### config.mk
export PLATFORM = sky130hd
export DESIGN_NAME = alu_core
export DESIGN_NICKNAME = d
export VERILOG_FILES = /design/src/rtl/alu_core.sv
export SDC_FILE = /design/constraint.sdc
export NUM_CORES = 1
export LEC_CHECK = 0
export ABC_AREA = 1
export CORE_ASPECT_RATIO = 1.5
export CORE_UTILIZATION = 43
export DETAILED_ROUTE_END_ITERATION = 10
export GPL_TIMING_DRIVEN = 0
export PLACE_DENSITY = 0.87
export SLEW_MARGIN = 10
export SYNTH_ARGS = -nofsm -noshare
export SYNTH_HDL_FRONTEND = slang
export SYNTH_SLANG_ARGS = --single-unit
### constraint.sdc
create_clock -name Clock -period 3.2 [get_ports Clock]
set_clock_uncertainty 0.2 [all_clocks]
set_input_delay 0.96 -clock Clock [delete_from_list [all_inputs] [get_ports Clock]]
set_output_delay 0.96 -clock Clock [all_outputs]
set_load 0.01 [all_outputs]
### src/rtl/alu_core.sv
// 8-bit ALU datapath stage: LHS function + RHS truth table + carry-in, registered result and flags.
// Optional overflow flag (V) is built only when ALU_OVERFLOW_FLAG_EN is defined.
module alu_core #(
    parameter int WIDTH = 8
) (
    input  logic             Clock,
    input  logic             Reset,
    input  logic             AluClock,
    input  logic             AluActive,
    input  logic             AC0_RHS0,
    input  logic             AC1_RHS1,
    input  logic             AC2_RHS2,
    input  logic             AC3_RHS3,
    input  logic             AC4_LHS0,
    input  logic             AC5_LHS1,
    input  logic             AC6_CS0,
    input  logic             AC7_CS1,
    input  logic [WIDTH-1:0] OperandA,
    input  logic [WIDTH-1:0] OperandB,
    input  logic             FlagsLoad,
    input  logic [3:0]       FlagsIn,
    output logic [WIDTH-1:0] AluResult,
    output logic [WIDTH-1:0] AluBusOut,
    output logic             FlagC,
    output logic             FlagZ,
    output logic             FlagN,
    output logic             FlagV
);

    // AluClock is a pure capture strobe with no backpressure: an operation presented
    // with AluClock=1 is committed on that rising edge; results appear one Clock later.
    logic [3:0]       rhs_tt;
    logic [1:0]       lhs_sel;
    logic [1:0]       cs_sel;
    logic [WIDTH-1:0] lhs;
    logic [WIDTH-1:0] rhs;
    logic             cin;
    logic [WIDTH:0]   sum;

    assign rhs_tt  = {AC3_RHS3, AC2_RHS2, AC1_RHS1, AC0_RHS0};
    assign lhs_sel = {AC5_LHS1, AC4_LHS0};
    assign cs_sel  = {AC7_CS1, AC6_CS0};

    always_comb begin
        lhs = '0;
        rhs = '0;
        cin = 1'b0;
        case (lhs_sel)
            2'b00:   lhs = OperandA;
            2'b01:   lhs = '0;
            2'b10:   lhs = '1;
            default: lhs = ~OperandA;
        endcase
        // Each result bit looks up the truth table with {A[i],B[i]} as the index.
        for (int i = 0; i < WIDTH; i++) begin
            rhs[i] = rhs_tt[{OperandA[i], OperandB[i]}];
        end
        case (cs_sel)
            2'b00:   cin = 1'b0;
            2'b01:   cin = 1'b1;
            2'b10:   cin = FlagC;
            default: cin = ~FlagC;
        endcase
        sum = {1'b0, lhs} + {1'b0, rhs} + {{WIDTH{1'b0}}, cin};
    end

    always_ff @(posedge Clock) begin
        if (Reset) begin
            AluResult <= '0;
            FlagC     <= 1'b0;
            FlagZ     <= 1'b0;
            FlagN     <= 1'b0;
        end else begin
            if (AluClock) begin
                AluResult <= sum[WIDTH-1:0];
            end
            // A flags restore takes precedence over the flags of a coincident capture.
            if (FlagsLoad) begin
                FlagC <= FlagsIn[0];
                FlagZ <= FlagsIn[1];
                FlagN <= FlagsIn[2];
            end else if (AluClock) begin
                FlagC <= sum[WIDTH];
                FlagZ <= (sum[WIDTH-1:0] == '0);
                FlagN <= sum[WIDTH-1];
            end
        end
    end

`ifdef ALU_OVERFLOW_FLAG_EN
    logic v_next;
    assign v_next = (lhs[WIDTH-1] == rhs[WIDTH-1]) && (sum[WIDTH-1] != lhs[WIDTH-1]);

    always_ff @(posedge Clock) begin
        if (Reset) begin
            FlagV <= 1'b0;
        end else if (FlagsLoad) begin
            FlagV <= FlagsIn[3];
        end else if (AluClock) begin
            FlagV <= v_next;
        end
    end
`else
    logic unused_flags_in_v;
    assign unused_flags_in_v = FlagsIn[3];
    assign FlagV = 1'b0;
`endif

    assign AluBusOut = AluActive ? AluResult : '0;

endmodule

==> flow_summary.json, run 1 <==
{
  "die_width_um": 46.3,
  "drt.antenna.violating_nets": 0,
  "cp-start-kind": "primary input",
  "multi_input_area_um2": 906,
  "synth_cells": 226,
  "die_h_um": 68.4,
  "rsz0062_at_grt": "no",
  "routabilityCongestion": 0.802,
  "vias": 1570,
  "dieArea_mm2": 0.00317,
  "via_per_inst": 4.97,
  "syn_nets": 268,
  "finalHoldViolations": 0,
  "track_usage": 0.228,
  "yosysWarnings": 0,
  "clk_pin_slew_ns": 0.05,
  "grt_first_pass_wirelength_um": 5380,
  "cts-buffers-inserted": 3,
  "peakVddDrop_uv": 164,
  "powerDensity_mw_per_mm2": 339,
  "cp_max_fo": 8,
  "fillers": 244,
  "postCtsHoldBufs": 0,
  "slowest_stage": "clkdlybuf4s50_1",
  "ys_ff_latch": 11,
  "rows": 23,
  "slowest_delay_ns": 0.53,
  "max_cap_viol_count": 0,
  "drt-wirelength-per-cell_um": 10.2,
  "crit_required_ns": 2.04,
  "synth.top_cell.area_share": 0.174,
  "finalWorstSetupSlack_ns": 0.139,
  "period_share": 0.957,
  "synth_edf_count": 0,
  "layout_min_cycle_time_ns": 3.06,
  "hold_class": "flip-flop to flip-flop",
  "synth_flop_cell": "dfxtp_1",
  "critPathCaptureType": "primary output",
  "final-max-slew-violation-count": 0,
  "cts_tree": "yes",
  "synth_area_leader_cell": "dfxtp_1",
  "drc": 0,
  "first_global_vias": 1409,
  "grt.overflow.total": 0,
  "seq_area_um2": 220,
  "p_leak_nw": 0.982,
  "numPortBuffers": 46,
  "placeableCoreArea_mm2": 0.00273,
  "crit_chain": "clkbuf_1, nand2_1, inv_1, clkdlybuf4s50_1",
  "antenna_cells": 0,
  "syn-cell-area_mm2": 0.00126,
  "synth_area_leaders": "dfxtp_1 17%, nand2_1 16%, inv_1 13%",
  "antenna_found_initial": 0,
  "hp-start": "AluResult[7]",
  "cp-startpoint": "AluActive",
  "async_flop_share": 0,
  "wl_um": 3210,
  "initial_core_util": 0.463,
  "fmax_ghz": 0.327,
  "syn_to_final_growth_pct": 48.5,
  "cts-root-buf": "clkbuf_8",
  "outcome": "complete, no violations",
  "synth_cell_types": 25,
  "pin_count": 53,
  "final_layout_size_suffix_gt1_frac": 0.111,
  "drt_iter0_markers": 24,
  "worst-setup-path-type": "primary input to primary output",
  "r2r-start": "FlagC",
  "post-place-ws_ns": -0.573,
  "worstSkewPairLatency_ns": 0.23,
  "cts_buffer_depth": 2,
  "grt_max_degree": 11,
  "crit_arrival_ns": 1.90,
  "syn_avg_cell_area_um2": 5.60,
  "seq_area_frac_synth": 0.174,
  "dpl.hpwl_um": 2690,
  "cts_sinks": 11,
  "finalSetupViolCount": 0,
  "final_core_util": 0.687,
  "nets": 322,
  "cts_htree_levels": 1,
  "first_pass_iters": 4
}
-- Yosys cell counts (all sizes together) (5+ instances only) --
cell and number:
o22ai 8, ha 7, inv 44, a21oi 9, o21ai 27, nor2 31
dfxtp 11, nand2 54, clkbuf 5, nand3 13
-- critical path, delay by kind of cell --
family	cells	cell delay, ns
buf+inv	3	0.85
simple gates	1	0.09
-- final timing paths --
check	end	slack (ns)	cells past startpoint
worst min register to register	AluResult[7]	0.28	2
worst max register to register	FlagZ	0.70	12
worst min-delay path	AluResult[7]	0.28	2
worst max-delay path	AluBusOut[1]	0.14	4
-- cell type report --
class	instances	area share
plain buffers	7	0.0167
clock buffers	4	0.0240
inverters	44	0.0879
multi-input cells	164	0.482
flip-flops and latches	11	0.117
well taps	37	0.0247
repair buffers	49	0.247
-- where the power goes --
group	switching [W]	internal [W]	total, W
Combinational	0.000179	0.000160	0.000338
Clock	0.0000485	0.0000872	0.000136
Sequential	0.0000101	0.000152	0.000163
-- timing repair --
| action | in CTS | in global routing |
|---|---|---|
| pin swaps | 14 | 13 |
| setup endpoints to repair | 4 | 3 |
| resized for setup | 18 | 21 |
| setup buffers | 2 | 1 |
-- through the flow --
stage | setup TNS, ns | power [W] | instance area, µm² | hold WS, ns | instances
floorplan | 0 | 0.000352 | 1260 | 0.295 | 226
global placement | -2.09 | 0.000461 | 1770 | 0.268 | 309
detailed placement | -2.31 | 0.000471 | 1770 | 0.269 | 309
CTS | 0 | 0.000617 | 1850 | 0.276 | 315
global route | 0 | 0.000685 | 1880 | 0.296 | 316
finish | 0 | 0.000637 | 1880 | 0.275 | 316
-- registers in the layout, indices dropped and copies added, names as in the netlist --
register and flops:
FlagC 1, FlagZ 1, AluResult 8, FlagN 1
-- cell families (layout without fill, tap and decap cells) --
| group | Yosys count | in the layout | share of synthesized area |
|---|---|---|---|
| AOI/OAI and AO/OA | 50 | 50 | 0.220 |
| DFF | 11 | 11 | 0.174 |
| other | 1 | 1 | 0.00296 |
| and+or+nand+nor | 102 | 102 | 0.333 |
| xor gates and xnor gates | 2 | 2 | 0.0139 |
| adders and majority gates | 9 | 9 | 0.101 |
| buffers and inverters | 51 | 104 | 0.155 |
-- per-layer routing --
metal,track usage,vias up,share of wire
met1,0.202,692,0.37
met5,0,-,0
met4,0.118,0,0.021
met2,0.474,46,0.58
met3,0.0106,8,0.026
li1,-,824,-
-- cell usage in the layout, fill, tap and decap left out, drive strengths merged --
cell type,Yosys,final
xor2,2,2
nor3,1,1
nand3b,1,1
ha,7,7
a22oi,2,2
nand2,54,54
clkdlybuf4s50,0,39
conb,1,1
dlygate4sd2,0,2
a21oi,9,9
nand4,2,2
o22ai,8,8
inv,44,44
clkdlybuf4s15,0,1
nand3,13,13
buf,2,5
nor2,31,31
a21o,1,1
fa,2,2
o21a,1,1
o21ai,27,27
dfxtp,11,11
a211o,2,2
clkbuf,5,13
Power figures use the tool's default switching activity.
==> run 2: changes to the inputs <==
--- a/config.mk
+++ b/config.mk
@@ -10,6 +10,7 @@
 export CORE_UTILIZATION = 43
 export DETAILED_ROUTE_END_ITERATION = 10
 export GPL_TIMING_DRIVEN = 0
+export MAX_ROUTING_LAYER = met4
 export PLACE_DENSITY = 0.87
 export SLEW_MARGIN = 10
 export SYNTH_ARGS = -nofsm -noshare
==> run 2 against run 1 <==
Against the previous run:
- sequential power hardly changed
- total power barely moved
- worst hold slack is essentially flat
- via count about the same
- cell area did not move
- die area is the same
- non-clock buffer count did not move
- maximum frequency hardly changed
- routed wire length grew 0.40%
- clock-buffer cell count unchanged
- critical path depth is the same
==> flow_summary.json, run 2 (synthesis results as in run 1) <==
{
  "outcome": "complete, no violations",
  "use_met3": 0.0106,
  "routabilityCongestion": 0.813,
  "track_usage": 0.234,
  "grt_first_pass_wirelength_um": 5380,
  "place_inst": 309,
  "wl_um": 3230,
  "fin_tns_setup_ns": 0,
  "finalHoldViolations": 0,
  "crit_required_ns": 2.04,
  "dpl.hpwl_um": 2690,
  "first_pass_iters": 4,
  "mostFrequentLayoutCell": "nand2_1",
  "vias": 1571,
  "antenna_cells": 0,
  "p_leak_nw": 0.982,
  "syn_to_final_growth_pct": 48.5,
  "slowest_stage": "clkdlybuf4s50_1",
  "fin_cells": 316,
  "largest_register_ffs": 8,
  "dieArea_mm2": 0.00317,
  "via_per_inst": 4.97,
  "cts-buffers-inserted": 3,
  "rsz0062_at_grt": "no",
  "hold_class": "flip-flop to flip-flop",
  "finalWorstSetupSlack_ns": 0.138,
  "first_global_vias": 1409,
  "cts_sinks": 11,
  "cp_max_fo": 8,
  "drt.antenna.violating_nets": 0,
  "cts-root-buf": "clkbuf_8",
  "crit_chain": "clkbuf_1, nand2_1, inv_1, clkdlybuf4s50_1",
  "die_h_um": 68.4,
  "fillers": 244,
  "cts_buffer_depth": 2,
  "worstSkewPairLatency_ns": 0.23,
  "largest_register": "AluResult",
  "layout_min_cycle_time_ns": 3.06,
  "critPathCaptureType": "primary output",
  "period_share": 0.957,
  "crit_arrival_ns": 1.90,
  "layout_common_cells": "50 x nand2_1, 42 x inv_1, 39 x clkdlybuf4s50_1",
  "max_cap_viol_count": 0,
  "cts_htree_levels": 1,
  "grt_max_degree": 11,
  "cp-start-kind": "primary input",
  "peakVddDrop_uv": 164,
  "clk_pin_slew_ns": 0.05,
  "powerDensity_mw_per_mm2": 339,
  "placeableCoreArea_mm2": 0.00273,
  "numPortBuffers": 46,
  "final-max-slew-violation-count": 0,
  "pin_count": 53,
  "drt_iter0_markers": 32,
  "post-place-ws_ns": -0.573,
  "grt_util_met2": 0.474,
  "initial_core_util": 0.463,
  "slowest_delay_ns": 0.53,
  "rows": 23,
  "drt-wirelength-per-cell_um": 10.2,
  "met1_usage": 0.202,
  "antenna_found_initial": 0,
  "final_layout_size_suffix_gt1_frac": 0.111,
  "fmax_ghz": 0.327,
  "finalSetupViolCount": 0,
  "nets": 322,
  "grt_most_used_layer": "met2",
  "worst-setup-path-type": "primary input to primary output",
  "cts_tree": "yes",
  "drc": 0,
  "grt.overflow.total": 0,
  "die_width_um": 46.3
}
-- run 2: worst paths after layout --
path / startpoint / endpoint / slack, ns / cells past startpoint
max: AluActive / AluBusOut[1] / 0.14 / 4
min: AluResult[7] / AluResult[7] / 0.28 / 2
max reg2reg: FlagC / FlagZ / 0.70 / 12
min reg2reg: AluResult[7] / AluResult[7] / 0.28 / 2
-- run 2: layout make-up --
class                           instances  area (µm²)  share of cell area
Sequential cell                        11         220               0.117
Buffer                                  7        31.3              0.0167
Multi-Input combinational cell        164         906               0.482
Clock buffer                            4        45.0              0.0240
Inverter                               44         165              0.0879
Tap cell                               37        46.3              0.0247
Timing Repair Buffer                   49         464               0.247
-- run 2: layer usage --
layer	vias to the layer above	routed length, µm
met5	-	0
met2	50	1870
li1	824	-
met3	8	102
met4	0	68
met1	689	1180
-- run 2: timing repair --
item,4_1_cts,5_1_grt
pin swaps,14,13
setup endpoints to repair,4,3
setup buffers,2,1
resized for setup,18,21
hold buffers,0,0
-- run 2: through the flow --
| step | cell area (µm²) | util | total power (W) | hold WS [ns] |
|---|---|---|---|---|
| floorplan | 1260 | - | 0.000352 | 0.295 |
| global placement | 1770 | 0.648 | 0.000461 | 0.268 |
| detailed placement | 1770 | 0.648 | 0.000471 | 0.269 |
| CTS | 1850 | 0.677 | 0.000617 | 0.276 |
| global route | 1880 | 0.687 | 0.000685 | 0.296 |
| finish | 1880 | 0.687 | 0.000637 | 0.275 |
-- run 2: critical path, delay by kind of cell --
family / cells / cell delay (ns)
buffers and inverters: 3 / 0.85
AND/OR/NAND/NOR: 1 / 0.09
-- run 2: power breakdown --
| part | switching [W] | internal [W] |
|---|---|---|
| sequential | 0.0000101 | 0.000152 |
| combinational | 0.000179 | 0.000160 |
| clock | 0.0000487 | 0.0000872 |
| total | 0.000238 | 0.000399 |
